[src/rtl/alu_pipe.sv]
// -----------------------------------------------------------------------------
// alu_pipe -- single-issue ALU with a valid/ready handshake on both sides.
//
// Single-cycle ops (add, sub, logic, moves, shifts) register their result on
// the accept edge. The optional multiplier is an unsigned shift-add unit that
// retires one multiplier bit per cycle and holds off new work while it runs.
//
// Build option:
//   ALU_PIPE_MUL_EN  defined   -> multiplier (opcode 5'b11111) compiled in
//                    undefined -> 5'b11111 is an undefined opcode (res=0,
//                                 flags=0, one-cycle latency)
//
// Parameters:
//   W   datapath width (8, 16, 32, 64)
//   SW  shift-amount width, taken from B[SW-1:0]
//
// Ports:
//   clk        clock, rising edge
//   reset      asynchronous, active-high reset
//   in_valid   producer presents op/A/B
//   in_ready   block can take an operation this cycle
//   op         5-bit opcode
//   A, B       operands (B also carries the shift amount)
//   out_valid  res/flags hold a completed result
//   out_ready  consumer takes the result this cycle
//   res        result
//   flags      {P, C, Z, V}: parity, carry/borrow, zero, signed overflow
// -----------------------------------------------------------------------------
module alu_pipe #(
  parameter int W  = 8,
  parameter int SW = $clog2(W)
) (
  input  logic         clk,
  input  logic         reset,
  input  logic         in_valid,
  output logic         in_ready,
  input  logic [4:0]   op,
  input  logic [W-1:0] A,
  input  logic [W-1:0] B,
  output logic         out_valid,
  input  logic         out_ready,
  output logic [W-1:0] res,
  output logic [3:0]   flags
);

  typedef enum logic [4:0] {
    OP_ADD  = 5'b00000,
    OP_SUB  = 5'b00001,
    OP_MOVB = 5'b00010,
    OP_AND  = 5'b00100,
    OP_OR   = 5'b00101,
    OP_XOR  = 5'b00110,
    OP_NOTB = 5'b00111,
    OP_MOVA = 5'b10100,
    OP_SHL  = 5'b11001,
    OP_SHR  = 5'b11010,
    OP_SRA  = 5'b11011,
    OP_MUL  = 5'b11111
  } op_e;

  // ---------------------------------------------------------------------------
  // Single-cycle ALU datapath
  // ---------------------------------------------------------------------------
  logic [W:0]    sum_w;
  logic [W:0]    diff_w;
  logic [SW-1:0] sh_amt;
  logic [W-1:0]  alu_res;
  logic          alu_c;
  logic          alu_v;
  logic          alu_def;
  logic [3:0]    alu_flags;

  // NOTE: every signal written in an always_comb gets a default first, so no
  // path through the case statement can leave it unassigned and infer a latch.
  always_comb begin
    sum_w   = {1'b0, A} + {1'b0, B};
    // The extra top bit of the difference is the borrow (A < B unsigned).
    diff_w  = {1'b0, A} - {1'b0, B};
    sh_amt  = B[SW-1:0];
    alu_res = '0;
    alu_c   = 1'b0;
    alu_v   = 1'b0;
    alu_def = 1'b1;
    case (op)
      OP_ADD: begin
        alu_res = sum_w[W-1:0];
        alu_c   = sum_w[W];
        alu_v   = (A[W-1] == B[W-1]) && (alu_res[W-1] != A[W-1]);
      end
      OP_SUB: begin
        alu_res = diff_w[W-1:0];
        alu_c   = diff_w[W];
        alu_v   = (A[W-1] != B[W-1]) && (alu_res[W-1] != A[W-1]);
      end
      OP_MOVB: alu_res = B;
      OP_AND:  alu_res = A & B;
      OP_OR:   alu_res = A | B;
      OP_XOR:  alu_res = A ^ B;
      OP_NOTB: alu_res = ~B;
      OP_MOVA: alu_res = A;
      OP_SHL:  alu_res = A << sh_amt;
      OP_SHR:  alu_res = A >> sh_amt;
      OP_SRA:  alu_res = $signed(A) >>> sh_amt;
      // Undefined opcodes (and MUL when the multiplier is not built) yield
      // res=0 with all flags clear, including Z.
      default: alu_def = 1'b0;
    endcase
  end

  assign alu_flags = alu_def ? {^alu_res, alu_c, (alu_res == '0), alu_v} : 4'b0000;

  logic accept;
  assign accept = in_valid && in_ready;

  // ---------------------------------------------------------------------------
  // Sequencer and multiplier
  // ---------------------------------------------------------------------------
`ifdef ALU_PIPE_MUL_EN
  typedef enum logic {S_IDLE, S_MUL} state_e;

  state_e          state_q, state_d;
  logic [SW-1:0]   cnt_q, cnt_d;
  logic [2*W-1:0]  acc_q, acc_d;
  logic [2*W-1:0]  mcand_q, mcand_d;
  logic [W-1:0]    mplier_q, mplier_d;
  logic            start_mul;
  logic            mul_done;
  logic            load_alu;

  assign in_ready  = (state_q == S_IDLE) && (!out_valid || out_ready);
  assign start_mul = accept && (op == OP_MUL);
  assign load_alu  = accept && (op != OP_MUL);

  always_comb begin
    state_d  = state_q;
    cnt_d    = cnt_q;
    acc_d    = acc_q;
    mcand_d  = mcand_q;
    mplier_d = mplier_q;
    mul_done = 1'b0;
    case (state_q)
      S_IDLE: begin
        if (start_mul) begin
          state_d  = S_MUL;
          cnt_d    = '0;
          acc_d    = '0;
          mcand_d  = {{W{1'b0}}, A};
          mplier_d = B;
        end
      end
      S_MUL: begin
        // One multiplier bit per cycle: add the shifted multiplicand when the
        // current LSB is set, then advance both operands.
        acc_d    = acc_q + (mplier_q[0] ? mcand_q : '0);
        mcand_d  = mcand_q << 1;
        mplier_d = mplier_q >> 1;
        cnt_d    = cnt_q + 1'b1;
        if (cnt_q == SW'(W - 1)) begin
          mul_done = 1'b1;
          state_d  = S_IDLE;
          cnt_d    = '0;
        end
      end
      default: state_d = S_IDLE;
    endcase
  end

  // NOTE: sequential state uses non-blocking assignments only, so every
  // register samples the pre-edge values and the order of statements is moot.
  always_ff @(posedge clk or posedge reset) begin
    if (reset) begin
      state_q  <= S_IDLE;
      cnt_q    <= '0;
      acc_q    <= '0;
      mcand_q  <= '0;
      mplier_q <= '0;
    end else begin
      state_q  <= state_d;
      cnt_q    <= cnt_d;
      acc_q    <= acc_d;
      mcand_q  <= mcand_d;
      mplier_q <= mplier_d;
    end
  end
`else
  logic load_alu;

  assign in_ready = !out_valid || out_ready;
  assign load_alu = accept;
`endif

  // ---------------------------------------------------------------------------
  // Output register: holds while stalled, clears on consume unless a new
  // result lands on the same edge.
  // ---------------------------------------------------------------------------
  logic         out_valid_q, out_valid_d;
  logic [W-1:0] res_q, res_d;
  logic [3:0]   flags_q, flags_d;

  always_comb begin
    out_valid_d = out_valid_q;
    res_d       = res_q;
    flags_d     = flags_q;
    if (out_ready) out_valid_d = 1'b0;
    if (load_alu) begin
      out_valid_d = 1'b1;
      res_d       = alu_res;
      flags_d     = alu_flags;
    end
`ifdef ALU_PIPE_MUL_EN
    if (mul_done) begin
      out_valid_d = 1'b1;
      res_d       = acc_d[W-1:0];
      flags_d     = {^acc_d[W-1:0], |acc_d[2*W-1:W], (acc_d[W-1:0] == '0), 1'b0};
    end
`endif
  end

  // NOTE: the result registers are reset along with the control bits, so a
  // reset mid-operation leaves nothing stale on res/flags for the consumer.
  always_ff @(posedge clk or posedge reset) begin
    if (reset) begin
      out_valid_q <= 1'b0;
      res_q       <= '0;
      flags_q     <= '0;
    end else begin
      out_valid_q <= out_valid_d;
      res_q       <= res_d;
      flags_q     <= flags_d;
    end
  end

  assign out_valid = out_valid_q;
  assign res       = res_q;
  assign flags     = flags_q;

endmodule

[config.mk]
export PLATFORM = sky130hd
export DESIGN_NAME = alu_pipe
export DESIGN_NICKNAME = d
export VERILOG_FILES = /design/src/rtl/alu_pipe.sv
export SDC_FILE = /design/constraint.sdc
export NUM_CORES = 1
export LEC_CHECK = 0
export CORE_UTILIZATION = 46
export CTS_CLUSTER_DIAMETER = 150
export DETAILED_ROUTE_END_ITERATION = 10
export PLACE_DENSITY = 0.74
export RECOVER_POWER = 100
export SYNTH_ARGS = -nofsm -noshare
export SYNTH_HDL_FRONTEND = slang
export SYNTH_SLANG_ARGS = --single-unit
export TNS_END_PERCENT = 100
[constraint.sdc]
create_clock -name clk -period 1.5 [get_ports clk]
set_input_delay 0.3 -clock clk [delete_from_list [all_inputs] [get_ports clk]]
set_output_delay 0.3 -clock clk [all_outputs]
set_load 0.1 [all_outputs]
==> summary.md, run 1 <==
| Metric | Value |
|---|---|
| Status | aborted with a tool error |
| Failing step | global routing (5_1_grt) |
| Stop Error | [ERROR DPL-0038] Utilization greater than 100%, impossible to legalize |
| # H-tree levels | 1 |
| Post-synthesis area per instance | slightly below 8 µm² |
| Initial Utilization | 0.4848 |
| Synthesis Warnings | 0 |
| Synthesized flop and latch total | 13 |
| # port buffers | 38 |
| Post-Syn Nets | about 400 |
| Worst_ep grt | flags[3]$_DFFE_PP0P_/D |
| Num ports | 39 |
| Most used DFF post-synth | dfrtp_1 |
| Worst endpoint type | sequential cell input |
| Post-Syn Area | 2719 µm² |
| Syn Inst Count | approximately 350 |
| # rows | 27 |
| Seq/Total Area, Yosys | 0.1197 |
| Cts hold-fix bufs | 0 |
| EDFF count, synth | 0 |
| TritonCTS Buffers | 3 |
| Die width | between 70 and 80 µm |
| Pin count of the biggest net entering global routing | 20 |
| Post-synthesis cell type count | 67 |
| Placer Congestion | 0.9696 |
| Die H | 78.88 µm |
| Final HPWL from detailed placement | 8830 µm |
| Fraction of registers with async set/reset | 1.000 |
| Clk sinks | 13 |
| CTS max path bufs | 2 |
| Placed cell count | 560 |
| Root Buffer | clkbuf_8 |
[synth_stat cells (3+ instances only)]
master	number	area, µm²
o221ai_1	3	26.28
and3_1	6	37.54
mux4_1	3	78.83
buf_2	10	50.05
nor2_1	21	78.83
dfrtp_1	13	325.3
xnor2_1	6	52.55
nand3_1	12	60.06
ha_1	29	362.9
o2111ai_1	4	35.03
a21o_1	3	22.52
mux2i_1	13	130.1
a31oi_1	3	18.77
nor3_2	3	30.03
buf_4	4	30.03
clkbuf_1	7	26.28
a32oi_1	3	26.28
o22ai_1	9	56.30
mux4_2	5	112.6
nand4_1	3	18.77
o21ai_1	10	50.05
nor2b_1	7	43.79
a221oi_1	4	35.03
nand2_1	24	90.09
o21ai_0	12	60.06
nand2b_1	8	50.05
a21oi_1	21	105.1
o32ai_1	4	35.03
nor3_1	10	50.05
inv_1	28	105.1
and2_1	3	18.77
o211ai_1	4	30.03
[what timing repair did]
item	4_1_cts
endpoints found under the setup margin	12
buffers inserted	36
pin swaps	67
resized for setup	210
[through the flow]
stage | hold WS, ns | util | cell area [µm²] | setup WS (ns)
after CTS | 0.3928 | 0.9219 | 5170 | -0.9140
after detailed placement | 0.5429 | 0.7651 | 4290 | -1.696
after global placement | 0.5301 | 0.7651 | 4290 | -1.623
after floorplan | 0.1770 | - | 2859 | -1.113
[logic make-up after synthesis]
family          synth area share
mux                       0.1307
simple gates              0.2301
flops                     0.1196
xor+xnor                 0.01933
compound gates            0.2605
buf+inv                  0.09158
fa+ha+maj                 0.1482
==> run 2, diff against run 1 <==
--- a/config.mk
+++ b/config.mk
@@ -5,10 +5,9 @@
 export SDC_FILE = /design/constraint.sdc
 export NUM_CORES = 1
 export LEC_CHECK = 0
-export CORE_UTILIZATION = 46
-export CTS_CLUSTER_DIAMETER = 150
+export CORE_UTILIZATION = 31
 export DETAILED_ROUTE_END_ITERATION = 10
-export PLACE_DENSITY = 0.74
+export PLACE_DENSITY_LB_ADDON = 0.15
 export RECOVER_POWER = 100
 export SYNTH_ARGS = -nofsm -noshare
 export SYNTH_HDL_FRONTEND = slang
==> summary.md, run 2 <==
| Metric | Value |
|---|---|
| Fin nets | 580 |
| DR DRC count | 0 |
| Max-cap violations | 0 |
| Post-synthesis cell type count | 67 (unchanged) |
| Leak | between 2 and 2.5 nW |
| Achievable Freq | about 0.43 GHz |
| Core area | 8341 µm² |
| CP startpoint kind | input pin |
| Relative slew slack | 0.6400 |
| Hold WC Path Type | flip-flop to flip-flop |
| Clock Skews | 0.003151 ns |
| Seq/Total Area, Yosys | 0.1197 (unchanged) |
| Met2 GRT Util | 0.4500 |
| Final critical-path required period | 2.348 ns |
| Final ANT Viol Nets | 0 |
| Final number of max-transition violations | 0 |
| Root Buffer | clkbuf_8 |
| Max FFs per register | 8 |
| Actual slew at the worst max-slew pin | 0.5423 ns |
| Worst-path maximum fanout | 3 |
| Fin. Hold Viols | 0 |
| Endpoints failing setup | 12 |
| # port buffers | 38 (unchanged) |
| Largest area contributor in the netlist | ha_1 |
| Maximum VDD drop | ~0.26 mV |
| PD cells | 529.8 nW/µm² |
| Latest clock arrival within the worst-skew pair | between 0.2 and 0.25 ns |
| P&R area growth vs syn | 90.52% |
| Vias in the first global route | 3520 |
| CP Capture Type | flip-flop |
| Initial Utilization | 0.3260 (-0.1588) |
| Initial antenna violation count | 0 |
| TritonCTS Buffers | 3 (unchanged) |
| Met1 usage in global routing | 0.3169 |
| EDFF count, synth | 0 (unchanged) |
| Synth top area share | 0.1335 (unchanged) |
| Dominant cell by count in the synthesized netlist | ha_1 |
| Failing checks | setup timing |
| Pwr Total | 0.002744 W |
| Syn Inst Count | 345 (unchanged) |
| # rows | 33 (+22%) |
| Crit path arrival time | roughly 2.5 ns |
| Pin count of the biggest net entering global routing | 20 |
| Routed wire length | 11610 µm |
| Period utilisation layout | 1.566 |
| Post-synthesis area per instance | 7.881 µm² (unchanged) |
| Status | complete, but fails checks |
| Synth top cells by count | ha_1 (29), inv_1 (28), nand2_1 (24), a21oi_1 (21), nor2_1 (21) |
| Vias | 3495 |
| Synthesized flop and latch total | 13 (unchanged) |
| Final worst slack | -0.8483 ns |
| Placer Congestion | 0.9516 (-1.9%) |
| Die H | 95.65 µm (+21%) |
| Post-route setup TNS | -4.788 ns |
| Busiest grt layer | met2 |
| RSZ-0062 raised after global routing | true |
| # H-tree levels | 1 (unchanged) |
| Setup CP Type | input pin to flip-flop |
| Synth top area cells | ha_1 (13%), dfrtp_1 (12%), mux2i_1 (4.8%) |
| Drt via density | 5.565 |
| Total gr overflow | 0 |
| GRT Overall Usage | 0.2580 |
| Post-Syn Nets | 401 (unchanged) |
| Final core area utilization | 0.6211 |
| TritonCTS clock tree | built |
| Fraction of registers with async set/reset | 1.000 (unchanged) |
| First-pass GRT wire length | 17840 µm |
| Worst-path clk slew | approximately 0.050 ns |
| Die width | 95.65 µm (+21%) |
| Initial DRC count | 203 |
| Most frequent cells in the layout | buf_4 (135), buf_6 (27), nand2_1 (19) |
| Num ports | 39 (unchanged) |
| Final HPWL from detailed placement | 8556 µm (-3.1%) |
| Most used DFF post-synth | dfrtp_1 |
| Share of cells above drive strength 1 | 0.6424 |
| Post-Syn Area | 2719 µm² (unchanged) |
| GR met3 Demand/Resource | 0.01914 |
| Drt pass-1 iters | 4 |
| Number of diodes | 0 |
| Clk sinks | 13 (unchanged) |
| Routed length per placed instance | 18.49 µm |
| CTS max path bufs | 2 (unchanged) |
| Synthesis Warnings | 0 (unchanged) |
| Die area | 9149 µm² |
| Worst EP required | about 1.6 ns |
| Commonest non-fill, non-tap cell in the layout | buf_4 |
[run 2: cell counts after synthesis]
No cell type changed its count.
[run 2: where the power goes]
| group | internal [W] | switching (W) | total (W) |
|---|---|---|---|
| clock network | 0.000187 | 0.000120 | 0.000307 |
| registers | 0.000399 | 0.0000239 | 0.000423 |
| logic | 0.000862 | 0.00115 | 0.00201 |
[run 2: final timing paths]
kind | start | end | slack (ns) | cells after the start
hold reg to reg | res[4] | res[4] | 0.47 | 2
hold / removal | res[4] | res[4] | 0.47 | 2
setup reg to reg | out_valid | flags[3] | -0.02 | 5
setup / recovery | B[0] | flags[3] | -0.85 | 12
max in group asynchronous | reset | out_valid | 0.61 | 2
min in group asynchronous | reset | res[3] | 0.52 | 2
[run 2: metrics by stage]
stage	hold WS [ns]	instance area (µm²)	std cells	worst slack, ns
floorplan	0.1770	2859	345	-1.113
global placement	0.5303	4342	596	-1.663
detailed placement	0.5380	4342	596	-1.634
CTS	0.4057	5130	632	-0.8756
global route	0.4950	5180	628	-0.9277
finish	0.4714	5180	628	-0.8483
[run 2: layout make-up]
type	instances	area, µm²
clock buffers	4	45.04
fillers	729	3161
inverters	31	148.9
multi-input cells	277	2872
flip-flops and latches	13	329.1
well taps	105	131.4
repair buffers	198	1654
[run 2: cells by family after synthesis]
kind of cell / after synthesis / synth area share
and+or+nand+nor: 113 / 0.2301
buffers and inverters: 55 / 0.09158
adders and majority gates: 31 / 0.1482
muxes: 24 / 0.1307
xor gates and xnor gates: 6 / 0.01933
AOI/OAI and AO/OA: 103 / 0.2605
DFF: 13 / 0.1196
[run 2: what timing repair did]
action	4_1_cts	5_1_grt
pin swaps	61	56
hold endpoints to repair	0	0
cloned	0	0
setup buffers	38	9
hold buffers	0	0
gates resized for setup	202	75
endpoints found under the setup margin	12	13
[run 2: critical path: stages]
cell	delay, ns
buf_8	0.10
buf_6	0.12
ha_4	0.16
inv_2	0.05
fa_2	0.42
a32oi_1	0.20
o2111ai_2	0.14
a221oi_2	0.26
ha_1	0.31
xnor2_1	0.19
xnor2_1	0.14
o21ai_1	0.07
[run 2: metal layers]
metal  part of all wire  routed length (µm)
met5                  0                   0
met3              0.057                 666
met2               0.48                5551
met1               0.41                4777
met4              0.053                 616
(Power assumes the default switching activity.)
